<file path="src/rtl/sram_ctrl_pkg.sv">
// Shared types and helpers for the SRAM macro bus controller.
// Holds the FSM encoding and the byte-strobe to bit-enable expansion.
package sram_ctrl_pkg;

    typedef enum logic [2:0] {
        ST_CLR,
        ST_IDLE,
        ST_CMD,
        ST_WAIT,
        ST_RESP
    } state_t;

    localparam logic [31:0] WEN_NONE = 32'hFFFF_FFFF;

    // Active-low per-bit enable: a set strobe pulls its 8 bits low.
    function automatic logic [31:0] strb2wen(input logic [3:0] strb);
        strb2wen = ~{{8{strb[3]}}, {8{strb[2]}}, {8{strb[1]}}, {8{strb[0]}}};
    endfunction

endpackage

</file>
<file path="src/rtl/sram_bus_ctrl.sv">
// Native valid/ready bus to single-port SRAM macro bridge.
// Includes an optional post-reset clear sweep and an RDY watchdog.
module sram_bus_ctrl
    import sram_ctrl_pkg::*;
#(
    parameter int AW             = 14,
    parameter int CLEAR_ON_RESET = 0,
    parameter int TIMEOUT        = 15
) (
    input  logic          CLK,
    input  logic          RST,
    input  logic          mem_valid,
    output logic          mem_ready,
    input  logic [31:0]   mem_addr,
    input  logic [31:0]   mem_wdata,
    input  logic [3:0]    mem_wstrb,
    output logic [31:0]   mem_rdata,
    output logic          mem_err,
    output logic          clr_busy,
    output logic [AW-1:0] sram_A,
    output logic [31:0]   sram_D,
    output logic          sram_CEn,
    output logic [31:0]   sram_WEn,
    input  logic [31:0]   sram_Q,
    input  logic          sram_RDY
);

    localparam int CW = $clog2(TIMEOUT + 1);
    localparam state_t RST_STATE = (CLEAR_ON_RESET != 0) ? ST_CLR : ST_IDLE;
    localparam logic [AW-1:0] A_LAST = {AW{1'b1}};
    localparam logic [CW-1:0] CNT_MAX = CW'(TIMEOUT);

    state_t        r_state;
    logic          r_ready;
    logic [31:0]   r_rdata;
    logic          r_err;
    logic          r_busy;
    logic [AW-1:0] r_a;
    logic [31:0]   r_d;
    logic          r_cen;
    logic [31:0]   r_wen;
    logic          r_is_read;
    logic [CW-1:0] r_cnt;

    state_t        w_state;
    logic          w_ready;
    logic [31:0]   w_rdata;
    logic          w_err;
    logic          w_busy;
    logic [AW-1:0] w_a;
    logic [31:0]   w_d;
    logic          w_cen;
    logic [31:0]   w_wen;
    logic          w_is_read;
    logic [CW-1:0] w_cnt;
    logic [CW-1:0] w_cnt_inc;
    logic          w_unused;

    assign w_cnt_inc = r_cnt + CW'(1);
    assign w_unused  = &{1'b0, mem_addr[31:AW+2], mem_addr[1:0]};

    always_ff @(posedge CLK) begin
        if (RST) begin
            r_state   <= RST_STATE;
            r_ready   <= 1'b0;
            r_rdata   <= '0;
            r_err     <= 1'b0;
            r_busy    <= 1'b0;
            r_a       <= '0;
            r_d       <= '0;
            r_cen     <= 1'b1;
            r_wen     <= WEN_NONE;
            r_is_read <= 1'b0;
            r_cnt     <= '0;
        end else begin
            r_state   <= w_state;
            r_ready   <= w_ready;
            r_rdata   <= w_rdata;
            r_err     <= w_err;
            r_busy    <= w_busy;
            r_a       <= w_a;
            r_d       <= w_d;
            r_cen     <= w_cen;
            r_wen     <= w_wen;
            r_is_read <= w_is_read;
            r_cnt     <= w_cnt;
        end
    end

    always_comb begin
        w_state   = r_state;
        w_ready   = r_ready;
        w_rdata   = r_rdata;
        w_err     = r_err;
        w_busy    = r_busy;
        w_a       = r_a;
        w_d       = r_d;
        w_cen     = r_cen;
        w_wen     = r_wen;
        w_is_read = r_is_read;
        w_cnt     = r_cnt;
        unique case (r_state)
            ST_CLR: begin
                // First CLR edge arms the sweep; busy marks it running.
                if (!r_busy) begin
                    w_busy = 1'b1;
                    w_cen  = 1'b0;
                    w_wen  = '0;
                    w_d    = '0;
                    w_a    = '0;
                end else if (r_a == A_LAST) begin
                    w_busy  = 1'b0;
                    w_cen   = 1'b1;
                    w_wen   = WEN_NONE;
                    w_state = ST_IDLE;
                end else begin
                    w_a = r_a + AW'(1);
                end
            end
            ST_IDLE: begin
                if (mem_valid && !r_ready) begin
                    w_a       = mem_addr[AW+1:2];
                    w_d       = mem_wdata;
                    w_wen     = strb2wen(mem_wstrb);
                    w_cen     = 1'b0;
                    w_is_read = (mem_wstrb == 4'b0000);
                    w_state   = ST_CMD;
                end
            end
            ST_CMD: begin
                // Enable stays low one more edge; make that edge a read.
                w_wen   = WEN_NONE;
                w_cnt   = '0;
                w_state = ST_WAIT;
            end
            ST_WAIT: begin
                if (sram_RDY) begin
                    if (r_is_read) begin
                        w_rdata = sram_Q;
                    end
                    w_ready = 1'b1;
                    w_cen   = 1'b1;
                    w_state = ST_RESP;
                end else begin
                    w_cnt = w_cnt_inc;
                    if (w_cnt_inc == CNT_MAX) begin
                        w_rdata = '0;
                        w_err   = 1'b1;
                        w_ready = 1'b1;
                        w_cen   = 1'b1;
                        w_state = ST_RESP;
                    end
                end
            end
            ST_RESP: begin
                w_ready = 1'b0;
                w_err   = 1'b0;
                w_state = ST_IDLE;
            end
            default: begin
                w_state = ST_IDLE;
            end
        endcase
    end

    assign mem_ready = r_ready;
    assign mem_rdata = r_rdata;
    assign mem_err   = r_err;
    assign clr_busy  = r_busy;
    assign sram_A    = r_a;
    assign sram_D    = r_d;
    assign sram_CEn  = r_cen;
    assign sram_WEn  = r_wen;

endmodule

</file>
<file path="config.mk">
export PLATFORM = sky130hd
export DESIGN_NAME = sram_bus_ctrl
export DESIGN_NICKNAME = d
export VERILOG_FILES = /design/src/rtl/sram_ctrl_pkg.sv /design/src/rtl/sram_bus_ctrl.sv
export SDC_FILE = /design/constraint.sdc
export NUM_CORES = 1
export LEC_CHECK = 0
export ABC_AREA = 1
export BUFFER_PORTS_ARGS = -buffer_cell sky130_fd_sc_hd__buf_2
export CAP_MARGIN = 20
export CORE_AREA = 10 10 115 117
export CTS_BUF_LIST = sky130_fd_sc_hd__clkbuf_4 sky130_fd_sc_hd__clkbuf_8
export CTS_CLUSTER_DIAMETER = 200
export DETAILED_ROUTE_END_ITERATION = 8
export DIE_AREA = 0 0 125 127
export GPL_TIMING_DRIVEN = 0
export PLACE_DENSITY = 0.7
export SLEW_MARGIN = 20
export SYNTH_ARGS = -nofsm -noshare
export SYNTH_HDL_FRONTEND = slang
export SYNTH_SLANG_ARGS = --single-unit
</file>
<file path="constraint.sdc">
create_clock -name CLK -period 2.1 [get_ports CLK]
set_input_delay 0.42 -clock CLK [delete_from_list [all_inputs] [get_ports CLK]]
set_output_delay 0.42 -clock CLK [all_outputs]
set_load 0.01 [all_outputs]
</file>
==> metrics.txt, run 1 <==
worst vdd rail ir drop=532 µV; number of global-route vias before repair=4411; setup TNS=0 ns; Final min period=1.74 ns; Mapped Cells=600; Total GRT Usage=16.6%; CP startpoint=sram_A[0]$_SDFFE_PP0P_; fillcell total=1159; Yosys reg bits=94; Chip Width=125 µm; cell taking the most area after synthesis=dfxtp_1; hold-fix buffers at CTS=0; kind of critical path=reg2reg; drt via density=4.78; final worst clock skew=0.0128 ns; HPWL Detailed=10500 µm; worst slack at placement=0.282 ns; initial antenna violation count=0; Synth top area share=43.7%; Sink Count=94; P_leak=2.68 nW; # Post-CTS Setup Buffers=0; clock insertion delay at the later pin of the skew report=0.38 ns; Worst R2R End=sram_A[13]$_SDFFE_PP0P_; status=complete, no violations; DRC Markers=0; initial core utilization=38.7%; Tcrit/Tclk final=82.8%; max cap viols=0; core footprint=11100 µm²; area grow syn2layout=32.4%; initial drt markers=251; worst reg2reg setup slack=0.36 ns; first-pass GRT wire length=22300 µm; Ant. Diodes=0; Critical Path Sink=sram_A[13]$_SDFFE_PP0P_; final worst slack=0.361 ns; number of flops mapped to enable cells by yosys=0; final hold vios=0; global route total overflow=0; Relative slew margins=60.0%; CTS max path bufs=2; Final Max Slew Viols=0; Setup crit end kind=flop; Vert. Die Dim=127 µm; Root Driver=clkbuf_8; Synth Warn #=0; syn nets=707; Worst EP required=2.36 ns; most numerous cell in the Yosys netlist=nand2_1; CP arrival=2.00 ns; worst r2r path cells=11; Vias=4575; TritonCTS clock tree=done; Syn Area/Cell=7.17 µm²; Seq/Total Area, Yosys=43.7%; Startpoint Class=flop; share of layout cells above drive strength 1=34.9%; FP Rows=39; RSZ-0062 raised after global routing=false; pin count of the biggest net entering global routing=18; FFs w/ async S/R, synth=0%; CTS resizes=0; RR Startpoint=sram_A[0]$_SDFFE_PP0P_; Main synth FF type=dfxtp_1; PortBufs=198; Hold Crit Class=in2reg; Synth top cells by count=nand2_1 (145), dfxtp_1 (94), nand3_1 (92), a21oi_1 (79), nor2_1 (39); placer congestion estimate=0.814; Max Clock Freq=575 MHz; die area=15900 µm²; TritonRoute pass-1 iters=5; mapped cell area=4300 µm²; # H-tree levels=3; wire per inst=14.3 µm; nets=916; Setup violations, final=0; Power Density=1190 nW/µm²; Crit Path Max Fanout=10; Synth cell types=29; Worst-path clk slew=0.10 ns; synth top area cells=dfxtp_1 (44%), nand2_1 (13%), nand3_1 (11%); Post-Route WL=13700 µm; ANT nets after route=0; worst-margin pin slew=0.600 ns; CTS Buf Count=9; number of top-level pins=218
routing by layer:
layer | share of wire (%) | wire length (µm) | track usage (%)
met5 | 0 | 0 | 0
met4 | 1.2 | 166 | 5.35
met3 | 11 | 1540 | 7.44
met2 | 45 | 6200 | 25.9
met1 | 42 | 5800 | 20.0
layout make-up:
cell class | count | area (µm²) | share of cell area, %
Buffer | 61 | 370 | 6.50
Clock buffer | 9 | 124 | 2.17
Clock inverter | 7 | 103 | 1.80
Inverter | 34 | 133 | 2.33
Multi-Input combinational cell | 411 | 1920 | 33.7
Sequential cell | 94 | 1880 | 33.0
Tap cell | 143 | 179 | 3.14
Timing Repair Buffer | 198 | 991 | 17.4
cell families (layout without fill, tap and decap cells):
| family | Yosys count | in the layout | synth area share [%] |
|---|---|---|---|
| AOI/OAI and AO/OA | 110 | 110 | 13.6 |
| xor gates and xnor gates | 1 | 1 | 0.204 |
| adders and majority gates | 3 | 3 | 0.872 |
| buffers and inverters | 95 | 309 | 11.7 |
| DFF | 94 | 94 | 43.7 |
| and+or+nand+nor | 297 | 297 | 29.9 |
how the worst min path moves through the flow:
stage                      startpoint                        end  slack, ns  cells past startpoint
3_3_place_gp    sram_CEn$_SDFFE_PP1P_      sram_CEn$_SDFFE_PP1P_       0.44                      2
3_5_place_dp    sram_CEn$_SDFFE_PP1P_      sram_CEn$_SDFFE_PP1P_       0.44                      2
5_1_grt                     sram_Q[6]  mem_rdata[6]$_SDFFE_PP0P_       0.29                      3
6_report                 mem_wdata[3]     sram_D[3]$_SDFFE_PP0P_       0.30                      3
4_1_cts                 mem_wdata[15]    sram_D[15]$_SDFFE_PP0P_       0.28                      3
2_1_floorplan  r_is_read$_SDFFE_PP0P_     r_is_read$_SDFFE_PP0P_       0.45                      2
where the power goes:
part	internal, mW	leakage [nW]	switching [mW]
Sequential	2.10	0.767	0.314
Combinational	1.23	1.80	1.77
Clock	0.688	0.111	0.694
critical path, cell delays in order (launching register included):
cell and delay (ns):
dfxtp_1 0.43, ha_1 0.23, nand2_2 0.09, nor2_4 0.12, nand2_2 0.09, inv_2 0.09, nand2_1 0.07, nand2_1 0.07
nand2_2 0.06, buf_6 0.15, o21ai_0 0.19, a21oi_2 0.04
through the flow:
stage	std cells	cell area (µm²)	hold slack, ns	total power [mW]	utilization [%]
6_report	957	5700	0.303	6.80	51.2
5_1_grt	957	5700	0.290	7.35	51.2
4_1_cts	957	5700	0.283	6.90	51.2
3_5_place_dp	941	5470	0.443	5.50	49.2
3_3_place_gp	941	5470	0.442	5.47	49.2
2_1_floorplan	600	4300	0.450	4.43	-
cell usage in the layout (no fill, tap or decap), types with 2 or more instances in the layout:
cell type / instances
clkbuf_8: 9
nor2_2: 6
inv_6: 5
bufinv_16: 2
o21ai_1: 6
nand2_1: 145
inv_2: 7
buf_2: 209
o21ai_0: 13
dfxtp_1: 94
ha_1: 3
clkbuf_1: 16
nand4_1: 4
a21oi_2: 4
nand3_1: 92
nand2_2: 7
buf_4: 32
a21oi_1: 79
inv_1: 26
a22oi_1: 3
nor2_1: 39
o21bai_1: 3
sequential cells by signal, indices dropped and copies added, names as in the netlist, 3 cells and up:
name / flops
mem_rdata: 32
r_cnt: 4
r_state: 3
sram_A: 14
sram_D: 32
sram_WEn: 4
Note: power is estimated with default switching activity, not from simulation.
==> run 2, diff against run 1 <==
clock period = 1.8 ns   (was 2.1 ns; I/O delays follow)
==> run 2 against run 1 <==
Net effect:
- cell count stayed put
- combinational power grew 18%
- first-iteration DRC count decreased by 4.4%
- via count shrank 0.74%
- core utilization increased by 0.35 points
- wire length barely moved
- clock-buffer cell count is the same
- die area is the same
- clock power increased by 17%
- fmax is 6.2% higher
- largest cell class unchanged
- sequential share of layout area about the same
==> metrics.txt, run 2 (synthesis results as in run 1) <==
status=complete, no violations (unchanged); global route total overflow=0 (unchanged); number of global-route vias before repair=4411 (unchanged); FP Rows=39 (unchanged); Startpoint Class=flop (unchanged); Chip Width=125 µm (unchanged); Setup violations, final=0 (unchanged); Clock Power Share=20.2% (was 20.3%); HPWL Detailed=10500 µm (unchanged); TritonCTS clock tree=done (unchanged); ANT nets after route=0 (unchanged); core footprint=11100 µm² (unchanged); first-pass GRT wire length=22300 µm (unchanged); kind of critical path=reg2reg (unchanged); Ant. Diodes=0 (unchanged); nets=916 (unchanged); logic gate share of total power=44.3% (was 44.1%); commonest non-fill, non-tap cells in the layout=buf_2 (208), nand2_1 (142), nand3_1 (92), dfxtp_1 (89), a21oi_1 (79) (was buf_2 (209), nand2_1 (145), dfxtp_1 (94), nand3_1 (92), a21oi_1 (79)); initial antenna violation count=0 (unchanged); wire per inst=14.3 µm (about the same); max cap viols=0 (unchanged); area of the multi-input gates=1940 µm² (was 1920 µm²); initial core utilization=38.7% (unchanged); setup TNS=0 ns (unchanged); Pint=4.72 mW (was 4.02 mW); Vert. Die Dim=127 µm (unchanged); placer congestion estimate=0.814 (unchanged); Hold Crit Class=in2reg (unchanged); Relative slew margins=57.7% (was 60.0%); Vias=4541 (was 4575); sequential share of power=35.5% (was 35.6%); NetSw=3.27 mW (was 2.78 mW); fillcell total=1154 (was 1159); Tot Pwr=7.99 mW (was 6.80 mW); most common cell after layout, fill and taps aside=buf_2 (unchanged); Worst EP required=2.10 ns (was 2.36 ns); number of top-level pins=218 (unchanged); TritonRoute pass-1 iters=4 (was 5); Power Density=1390 nW/µm² (was 1190 nW/µm²); clock insertion delay at the later pin of the skew report=0.38 ns (about the same); pin count of the biggest net entering global routing=18 (unchanged); Tcrit/Tclk final=90.9% (was 82.8%); CTS max path bufs=2 (unchanged); die area=15900 µm² (unchanged); area grow syn2layout=33.3% (was 32.4%); Final min period=1.64 ns (was 1.74 ns); Total GRT Usage=16.6% (unchanged); share of layout cells above drive strength 1=36.1% (was 34.9%); worst-margin pin slew=0.635 ns (was 0.600 ns); worst reg2reg setup slack=0.16 ns (was 0.36 ns); sw frac=40.9% (about the same); Final Max Slew Viols=0 (unchanged); PortBufs=198 (unchanged); Max Clock Freq=611 MHz (was 575 MHz); P_leak=2.69 nW (was 2.68 nW); final worst clock skew=0.0122 ns (was 0.0128 ns); register area=1900 µm² (was 1880 µm²); Setup crit end kind=flop (unchanged); DRC Markers=0 (unchanged); worst vdd rail ir drop=621 µV (was 532 µV); Worst-path clk slew=0.10 ns (about the same); hold-fix buffers at CTS=0 (unchanged); Crit Path Max Fanout=10 (unchanged); drt via density=4.75 (was 4.78); # H-tree levels=3 (unchanged); initial drt markers=240 (was 251); Post-Route WL=13700 µm (about the same); Root Driver=clkbuf_8 (unchanged); final hold vios=0 (unchanged); Sink Count=94 (unchanged); CTS Buf Count=9 (unchanged); RSZ-0062 raised after global routing=false (unchanged); CP arrival=1.94 ns (was 2.00 ns)
run 2: power by group through the flow:
stage	Sequential, mW	Combinational (mW)	Clock [mW]
CTS	2.83	3.55	1.67
global route	2.92	3.97	1.74
finish	2.84	3.54	1.62
global placement	2.86	3.52	0
floorplan	2.97	2.20	0
detailed placement	2.87	3.55	0
run 2: layout make-up:
type | instances | share of cell area [%]
sequential | 94 | 33.0
clock buffer | 9 | 2.16
tap | 143 | 3.12
buffer | 61 | 6.50
timing repair buffer | 198 | 17.3
clock inverter | 7 | 1.79
inverter | 34 | 2.31
multi-input combinational | 411 | 33.8
run 2: final timing paths:
kind | startpoint | end | cells past startpoint
setup / recovery | sram_A[0]$_SDFFE_PP0P_ | sram_A[0]$_SDFFE_PP0P_ | 12
hold / removal | mem_wdata[3] | sram_D[3]$_SDFFE_PP0P_ | 3
setup reg to reg | sram_A[0]$_SDFFE_PP0P_ | sram_A[0]$_SDFFE_PP0P_ | 12
hold reg to reg | sram_CEn$_SDFFE_PP1P_ | sram_CEn$_SDFFE_PP1P_ | 2
run 2: repair_timing:
item	CTS	global route
gates resized for setup	0	18
setup buffers	0	0
setup endpoints to repair	0	50
run 2: critical path, cell delays in order (launching register included):
cell,delay (ns)
dfxtp_4,0.38
ha_2,0.20
nand2_2,0.08
nor2_4,0.12
nand2_2,0.09
inv_2,0.09
nand2_1,0.07
nand2_1,0.07
nand2_2,0.06
buf_6,0.15
inv_6,0.10
nand2_2,0.05
a21oi_2,0.10
run 2: routing by layer:
metal	wire, µm	share of wire, %	up-vias	global-route usage (%)
li1	-	-	2362	-
met2	6150	45	163	25.9
met5	0	0	-	0
met4	165	1.2	0	5.35
met3	1590	12	14	7.44
met1	5800	42	2002	20.0
run 2: stage by stage:
stage,hold slack [ns],util [%],area (µm²),setup slack [ns],std cells
6_report,0.239,51.6,5740,0.163,957
3_3_place_gp,0.442,49.2,5470,0.0271,941
4_1_cts,0.223,51.2,5700,0.0676,957
2_1_floorplan,0.450,-,4300,0.191,600
3_5_place_dp,0.443,49.2,5470,0.0424,941
5_1_grt,0.230,51.6,5740,0.00923,957
